===== config.mk =====
export PLATFORM = sky130hd
export DESIGN_NAME = fft_peak_detect_flat
export DESIGN_NICKNAME = d
export VERILOG_FILES = /design/src/rtl/fft_peak_detect_if.sv /design/src/rtl/fft_peak_detect.sv /design/src/flat_wrapper.sv
export SDC_FILE = /design/constraint.sdc
export NUM_CORES = 2
export LEC_CHECK = 0
export BUFFER_PORTS_ARGS = -buffer_cell sky130_fd_sc_hd__clkbuf_2
export CORE_MARGIN = 2
export CORE_UTILIZATION = 50
export DETAILED_ROUTE_END_ITERATION = 12
export PLACE_DENSITY = 0.68
export SETUP_SLACK_MARGIN = 0.02
export SLEW_MARGIN = 15
export SYNTH_ARGS = -nofsm -noshare
export SYNTH_HDL_FRONTEND = slang
export SYNTH_SLANG_ARGS = --single-unit

===== constraint.sdc =====
create_clock -name clk -period 8.2 [get_ports clk]
set_clock_uncertainty 0.1 [all_clocks]
set_input_delay 0.41 -clock clk [delete_from_list [all_inputs] [get_ports clk]]
set_output_delay 0.41 -clock clk [all_outputs]
set_load 0.01 [all_outputs]

===== src/rtl/fft_peak_detect_if.sv =====
`default_nettype none
// =============================================================================
// Module   : fft_peak_detect_if
// Brief    : Stream and peak-result signals of the FFT peak detector.
// Revision : 1.0 - initial release
// =============================================================================
interface fft_peak_detect_if #(
  parameter int DATA_W    = 24,
  parameter int NFFT_LOG2 = 10,
  parameter int POW_W     = 2*DATA_W + 1
);
  logic [2*DATA_W-1:0]  s_axis_data_tdata;
  logic                 s_axis_data_tvalid;
  logic                 s_axis_data_tready;
  logic                 s_axis_data_tlast;
  logic [POW_W-1:0]     m_axis_pow_tdata;
  logic                 m_axis_pow_tvalid;
  logic                 m_axis_pow_tready;
  logic                 m_axis_pow_tlast;
  logic                 peak_valid;
  logic                 peak_ready;
  logic [NFFT_LOG2-1:0] peak_bin;
  logic [POW_W-1:0]     peak_pow;
  logic                 frame_len_err;
  logic                 peak_overrun;

  // master is the detector itself; slave is the surrounding fabric
  modport master (
    input  s_axis_data_tdata, s_axis_data_tvalid, s_axis_data_tlast,
           m_axis_pow_tready, peak_ready,
    output s_axis_data_tready, m_axis_pow_tdata, m_axis_pow_tvalid,
           m_axis_pow_tlast, peak_valid, peak_bin, peak_pow,
           frame_len_err, peak_overrun
  );

  modport slave (
    output s_axis_data_tdata, s_axis_data_tvalid, s_axis_data_tlast,
           m_axis_pow_tready, peak_ready,
    input  s_axis_data_tready, m_axis_pow_tdata, m_axis_pow_tvalid,
           m_axis_pow_tlast, peak_valid, peak_bin, peak_pow,
           frame_len_err, peak_overrun
  );
endinterface
`default_nettype wire


===== src/rtl/fft_peak_detect.sv =====
`default_nettype none
// =============================================================================
// Module   : fft_peak_detect
// Brief    : Per-bin power (re^2+im^2) stream with per-frame max-bin detection.
// Revision : 1.0 - initial release
// =============================================================================
module fft_peak_detect #(
  parameter int DATA_W    = 24,
  parameter int NFFT_LOG2 = 10
) (
  input  wire logic         clk,
  input  wire logic         rst,
  fft_peak_detect_if.master bus
);
  localparam int POW_W = 2*DATA_W + 1;
  localparam logic [NFFT_LOG2-1:0] c_LAST_BIN = '1;

  logic                        w_en;
  logic signed [DATA_W-1:0]    w_re;
  logic signed [DATA_W-1:0]    w_im;
  logic signed [2*DATA_W-1:0]  w_re_x;
  logic signed [2*DATA_W-1:0]  w_im_x;
  logic signed [2*DATA_W-1:0]  w_re2;
  logic signed [2*DATA_W-1:0]  w_im2;
  logic [POW_W-1:0]            w_sum;
  logic                        w_s2_load;
  logic                        w_last_bin;
  logic                        w_frame_end;
  logic                        w_len_err;
  logic                        w_take;
  logic [POW_W-1:0]            w_new_pow;
  logic [NFFT_LOG2-1:0]        w_new_bin;
  logic                        w_res_free;

  logic                        r_s1_valid;
  logic                        r_s1_last;
  logic signed [2*DATA_W-1:0]  r_s1_re2;
  logic signed [2*DATA_W-1:0]  r_s1_im2;
  logic                        r_pow_valid;
  logic                        r_pow_last;
  logic [POW_W-1:0]            r_pow_data;
  logic [NFFT_LOG2-1:0]        r_bin_cnt;
  logic [POW_W-1:0]            r_max_pow;
  logic [NFFT_LOG2-1:0]        r_max_bin;
  logic                        r_peak_valid;
  logic [NFFT_LOG2-1:0]        r_peak_bin;
  logic [POW_W-1:0]            r_peak_pow;
  logic                        r_len_err;
  logic                        r_overrun;

  // One enable stalls the whole pipeline; the output register is the only skid point
  assign w_en = ~r_pow_valid | bus.m_axis_pow_tready;

  assign w_re   = bus.s_axis_data_tdata[DATA_W-1:0];
  assign w_im   = bus.s_axis_data_tdata[2*DATA_W-1:DATA_W];
  assign w_re_x = {{DATA_W{w_re[DATA_W-1]}}, w_re};
  assign w_im_x = {{DATA_W{w_im[DATA_W-1]}}, w_im};
  assign w_re2  = w_re_x * w_re_x;
  assign w_im2  = w_im_x * w_im_x;

  // Squares are never negative, so the sum is taken as unsigned with a carry bit
  assign w_sum = {1'b0, r_s1_re2} + {1'b0, r_s1_im2};

  assign w_s2_load   = w_en & r_s1_valid;
  assign w_last_bin  = (r_bin_cnt == c_LAST_BIN);
  assign w_frame_end = w_s2_load & (r_s1_last | w_last_bin);
  assign w_len_err   = w_s2_load & (r_s1_last ^ w_last_bin);

  // Strict compare keeps the earliest bin on ties
  assign w_take    = (r_bin_cnt == '0) | (w_sum > r_max_pow);
  assign w_new_pow = w_take ? w_sum : r_max_pow;
  assign w_new_bin = w_take ? r_bin_cnt : r_max_bin;

  assign w_res_free = ~r_peak_valid | bus.peak_ready;

  always_ff @(posedge clk or posedge rst) begin
    if (rst) begin
      r_s1_valid  <= 1'b0;
      r_s1_last   <= 1'b0;
      r_s1_re2    <= '0;
      r_s1_im2    <= '0;
      r_pow_valid <= 1'b0;
      r_pow_last  <= 1'b0;
      r_pow_data  <= '0;
    end else if (w_en) begin
      r_s1_valid  <= bus.s_axis_data_tvalid;
      r_s1_last   <= bus.s_axis_data_tlast;
      r_s1_re2    <= w_re2;
      r_s1_im2    <= w_im2;
      r_pow_valid <= r_s1_valid;
      r_pow_last  <= r_s1_last;
      r_pow_data  <= w_sum;
    end
  end

  always_ff @(posedge clk or posedge rst) begin
    if (rst) begin
      r_bin_cnt <= '0;
      r_max_pow <= '0;
      r_max_bin <= '0;
    end else if (w_s2_load) begin
      r_bin_cnt <= w_frame_end ? '0 : r_bin_cnt + 1'b1;
      r_max_pow <= w_new_pow;
      r_max_bin <= w_new_bin;
    end
  end

  always_ff @(posedge clk or posedge rst) begin
    if (rst) begin
      r_peak_valid <= 1'b0;
      r_peak_bin   <= '0;
      r_peak_pow   <= '0;
      r_len_err    <= 1'b0;
      r_overrun    <= 1'b0;
    end else begin
      r_len_err <= w_len_err;
      r_overrun <= w_frame_end & ~w_res_free;
      if (w_frame_end & w_res_free) begin
        r_peak_valid <= 1'b1;
        r_peak_bin   <= w_new_bin;
        r_peak_pow   <= w_new_pow;
      end else if (bus.peak_ready) begin
        r_peak_valid <= 1'b0;
      end
    end
  end

  assign bus.s_axis_data_tready = w_en;
  assign bus.m_axis_pow_tdata   = r_pow_data;
  assign bus.m_axis_pow_tvalid  = r_pow_valid;
  assign bus.m_axis_pow_tlast   = r_pow_last;
  assign bus.peak_valid         = r_peak_valid;
  assign bus.peak_bin           = r_peak_bin;
  assign bus.peak_pow           = r_peak_pow;
  assign bus.frame_len_err      = r_len_err;
  assign bus.peak_overrun       = r_overrun;
endmodule
`default_nettype wire


===== src/flat_wrapper.sv =====
// flat-port wrapper written by rule: the top's interface ports become plain ports
module fft_peak_detect_flat 
#(
  parameter int DATA_W    = 24,
  parameter int NFFT_LOG2 = 10
)
  (clk, rst, bus_s_axis_data_tdata, bus_s_axis_data_tvalid, bus_s_axis_data_tlast, bus_m_axis_pow_tready, bus_peak_ready, bus_s_axis_data_tready, bus_m_axis_pow_tdata, bus_m_axis_pow_tvalid, bus_m_axis_pow_tlast, bus_peak_valid, bus_peak_bin, bus_peak_pow, bus_frame_len_err, bus_peak_overrun);
  fft_peak_detect_if #(.DATA_W(DATA_W), .NFFT_LOG2(NFFT_LOG2), .POW_W((2*DATA_W + 1))) bus_i ();
  input  wire logic clk;
  input  wire logic rst;
  input wire logic [$bits(bus_i.s_axis_data_tdata)-1:0] bus_s_axis_data_tdata;
  input wire logic [$bits(bus_i.s_axis_data_tvalid)-1:0] bus_s_axis_data_tvalid;
  input wire logic [$bits(bus_i.s_axis_data_tlast)-1:0] bus_s_axis_data_tlast;
  input wire logic [$bits(bus_i.m_axis_pow_tready)-1:0] bus_m_axis_pow_tready;
  input wire logic [$bits(bus_i.peak_ready)-1:0] bus_peak_ready;
  output wire logic [$bits(bus_i.s_axis_data_tready)-1:0] bus_s_axis_data_tready;
  output wire logic [$bits(bus_i.m_axis_pow_tdata)-1:0] bus_m_axis_pow_tdata;
  output wire logic [$bits(bus_i.m_axis_pow_tvalid)-1:0] bus_m_axis_pow_tvalid;
  output wire logic [$bits(bus_i.m_axis_pow_tlast)-1:0] bus_m_axis_pow_tlast;
  output wire logic [$bits(bus_i.peak_valid)-1:0] bus_peak_valid;
  output wire logic [$bits(bus_i.peak_bin)-1:0] bus_peak_bin;
  output wire logic [$bits(bus_i.peak_pow)-1:0] bus_peak_pow;
  output wire logic [$bits(bus_i.frame_len_err)-1:0] bus_frame_len_err;
  output wire logic [$bits(bus_i.peak_overrun)-1:0] bus_peak_overrun;
  assign bus_i.s_axis_data_tdata = bus_s_axis_data_tdata;
  assign bus_i.s_axis_data_tvalid = bus_s_axis_data_tvalid;
  assign bus_i.s_axis_data_tlast = bus_s_axis_data_tlast;
  assign bus_i.m_axis_pow_tready = bus_m_axis_pow_tready;
  assign bus_i.peak_ready = bus_peak_ready;
  assign bus_s_axis_data_tready = bus_i.s_axis_data_tready;
  assign bus_m_axis_pow_tdata = bus_i.m_axis_pow_tdata;
  assign bus_m_axis_pow_tvalid = bus_i.m_axis_pow_tvalid;
  assign bus_m_axis_pow_tlast = bus_i.m_axis_pow_tlast;
  assign bus_peak_valid = bus_i.peak_valid;
  assign bus_peak_bin = bus_i.peak_bin;
  assign bus_peak_pow = bus_i.peak_pow;
  assign bus_frame_len_err = bus_i.frame_len_err;
  assign bus_peak_overrun = bus_i.peak_overrun;
  fft_peak_detect #(.DATA_W(DATA_W), .NFFT_LOG2(NFFT_LOG2)) u_core (.clk(clk), .rst(rst), .bus(bus_i));
endmodule

==> results.toml <==
[worst_setup_path]
crit_top_cell = "o21ai_0"
critical_path_class = "register to register"
path_cells = "ha_1, a21o_1, a21oi_2, o211ai_2, o31ai_1, a211o_2, nand2_4, a31oi_4, o21ai_0, xnor2_1, inv_1, ha_1, nand4_1, nor2_1, nand3_1, or2_2, nor4_1, o21ai_0, a21oi_4, buf_4, buf_4, mux2i_1, o21ai_0"
cp_top_family = "compound AO/OA/AOI/OAI gates"
startpoint = "u_core.r_s1_im2[2]"
crit_required_ns = 8.51
crit_path_max_fanout = 40
setup.worst_path.start_class = "register"
worst-path-buf-inv = 3
cp.depth = 23
worstSetupEndpointType = "register"
r2r-start = "u_core.r_s1_im2[2]"
slowest_delay_ns = 0.85
reg2reg_depth = 23
cp_slowest_cell = "nor4_1"
critical_path_arrival_ns = 7.67

[sta]
fmax_mhz = 136
maxSlewViolCount = 0
rsz0062_at_grt = "false"
fin_crit_sh_pct = 89.8
setup_violations = 0
period_needed_ns = 7.36
final.setup.tns_ns = 0
tightest_slew_ns = 1.07
slew_headroom_pct = 26.8
hold_violations = 0

[run_status]
status = "finished clean"

[grt]
grtUsageTotal_pct = 24.8
overflow = 0
grt_pass1_vias = 39500
grt_first_pass_wirelength_um = 209000
antenna_found_initial = 0
grt_max_degree = 146

[cts]
cts_root_buffer = "clkbuf_16"
htreeDepth = 2
cts_resized = 0
cts.sinks = 278
clock_path_buffers = 3
clk_pin_slew_worst_paths_ns = 0.06
clock_latency_ns = 0.56
cts_buffers = 34
cts_tree = "done"

[drt]
first_pass_iters = 6
finalWirelength_um = 127000
drc = 0
dr.max_layer_used = "met4"
via_per_inst = 5.16
drt-initial-drc-count = 2257
route.met2.wl_um = 62100
wl_met3_um = 6760
vias = 36400
wl_per_cell_um = 18.0
drt.antenna.violating_nets = 0
drt-met1-wl_um = 53800

[synth]
ys_warn_count = 0
ys.flop_type = "dfrtp_1"
synthArstFlopShare_pct = 100
syn-mean-instance-area_sq_um = 9.41
ys_top_cells_by_area = "fa_1, dfrtp_1, inv_1"
synth_area_sq_um = 51900
syn_inst = 5517
yosys.area.top_type = "fa_1"
synth-seq-cells = 278
synth_edf_count = 0
synth-seq-area-share_pct = 13.4
ys_types = 84
syn_nets = 7070
synth.top_cell.area_share_pct = 42.8

[hold_path]
hold_depth = 3
hold_path.class = "primary input to register"
hp-start = "bus_peak_ready"

[cells_and_area]
area_growth_pct = 7.39
n_fill_cell = 9362
seq_area_sq_um = 6960
nets = 7196
final_area_sq_um = 55700
fin_util_pct = 54.0
multi_input_area_sq_um = 39000
layout-drive-gt1-share_pct = 6.81

[floorplan]
die_area_sq_um = 106000
pin_count = 168
die_height_um = 326
fp.coreArea_sq_um = 103000
initial_core_util_pct = 50.3
rows = 118
die_w_um = 326

[place]
port_buffers = 167
gp_congestion = 0.904
dpl_cell_area_sq_um = 54600
dp_hpwl_um = 107000

[job]
drv_cap = 0
-- state kept, by name (all words and copies together) (netlist names), 10 cells and up --
register,count
u_core.r_bin_cnt,10
u_core.bus.peak_bin,10
u_core.bus.m_axis_pow_tdata,49
u_core.r_max_pow,49
u_core.r_s1_re2,47
u_core.r_max_bin,10
u_core.bus.peak_pow,49
u_core.r_s1_im2,47
-- synth_stat cells, types with 4 or more instances --
cell and instances:
and2_1 200, o31ai_1 12, nor2b_1 49, o21ai_0 207, nand3_1 44, and4_1 5
nor3_1 19, ha_1 389, a21boi_0 4, dfrtp_1 278, a211oi_1 17, or2_2 8
nand2_1 716, and3_1 17, a221oi_1 5, inv_1 1417, a21oi_1 185, clkbuf_1 164
or3_1 10, o211ai_1 7, a31oi_1 14, a221o_1 4, o21bai_1 19, nor4_1 5
xor2_1 49, xnor2_1 112, a31o_2 7, a21o_1 88, a2111oi_0 4, mux2i_1 37
o221ai_1 4, nand4_1 30, fa_1 1110, nand2b_1 23, buf_2 6, o21a_1 13
nor2_1 152, mux2_2 19
-- worst min-delay path, cell delays in order --
cell,delay [ns]
clkbuf_2,0.07
nand2b_1,0.22
nor3_1,0.07
-- per-layer routing --
| metal | vias up | GRT usage [%] |
|---|---|---|
| met4 | 0 | 6.89 |
| met3 | 227 | 3.23 |
| met1 | 18400 | 33.4 |
| met2 | 958 | 42.1 |
| li1 | 16800 | - |
| met5 | - | 0 |
-- layout make-up --
cell class                      instances  share of cell area, %
Inverter                             1419                   9.58
Timing Repair Buffer                  266                   2.89
Clock inverter                         15                  0.335
Antenna cell                            2                0.00898
Multi-Input combinational cell       3644                   69.9
Clock buffer                           45                   1.69
Tap cell                             1380                   3.10
Sequential cell                       278                   12.5
-- cells by family after synthesis --
family | synth area share (%)
buffers and inverters | 11.6
adders and majority gates | 52.2
and+or+nand+nor | 11.3
AOI/OAI and AO/OA | 7.57
DFF | 13.4
xor gates and xnor gates | 2.75
muxes | 1.17
-- cells in the final DEF (no fill, tap or decap), types with 6 or more instances in the layout --
master	instances
inv_1	1416
fa_1	1110
nand2_1	715
ha_1	389
dfrtp_1	278
o21ai_0	207
and2_1	200
a21oi_1	184
clkbuf_2	167
nor2_1	151
xnor2_1	112
buf_4	94
a21o_1	88
xor2_1	49
nor2b_1	48
nand3_1	44
mux2i_1	37
clkbuf_16	34
nand4_1	30
nand2b_1	23
nor3_1	19
o21bai_1	19
mux2_2	19
a211oi_1	17
and3_1	17
a31oi_1	14
o21a_1	13
o31ai_1	12
or3_1	10
or2_2	8
o211ai_1	7
a31o_2	7
clkbuf_1	6
-- metrics by stage --
stage | cells | setup WS, ns | hold slack [ns]
floorplan | 5517 | 0.0245 | 0.343
global placement | 6984 | 0.444 | 0.352
detailed placement | 6984 | 0.353 | 0.356
CTS | 7047 | 0.920 | 0.140
global route | 7047 | 0.317 | 0.206
finish | 7049 | 0.838 | 0.165
-- final timing paths --
path / end / slack, ns
max in group asynchronous: u_core.r_s1_im2[39] / 6.15
hold reg to reg: u_core.bus.m_axis_pow_tdata[11] / 0.36
setup / recovery: u_core.bus.peak_pow[31] / 0.84
setup reg to reg: u_core.bus.peak_pow[31] / 0.84
min in group asynchronous: u_core.r_bin_cnt[9] / 0.48
hold / removal: u_core.bus.peak_overrun / 0.17
-- what timing repair did --
action	in CTS	in global routing
buffers inserted	0	0
hold buffers	3	0
endpoints found under the hold margin	21	0
Power is left out: the tool's default activity adds up to more than one toggle a clock period on the data nets, which glitch-free logic cannot reach.
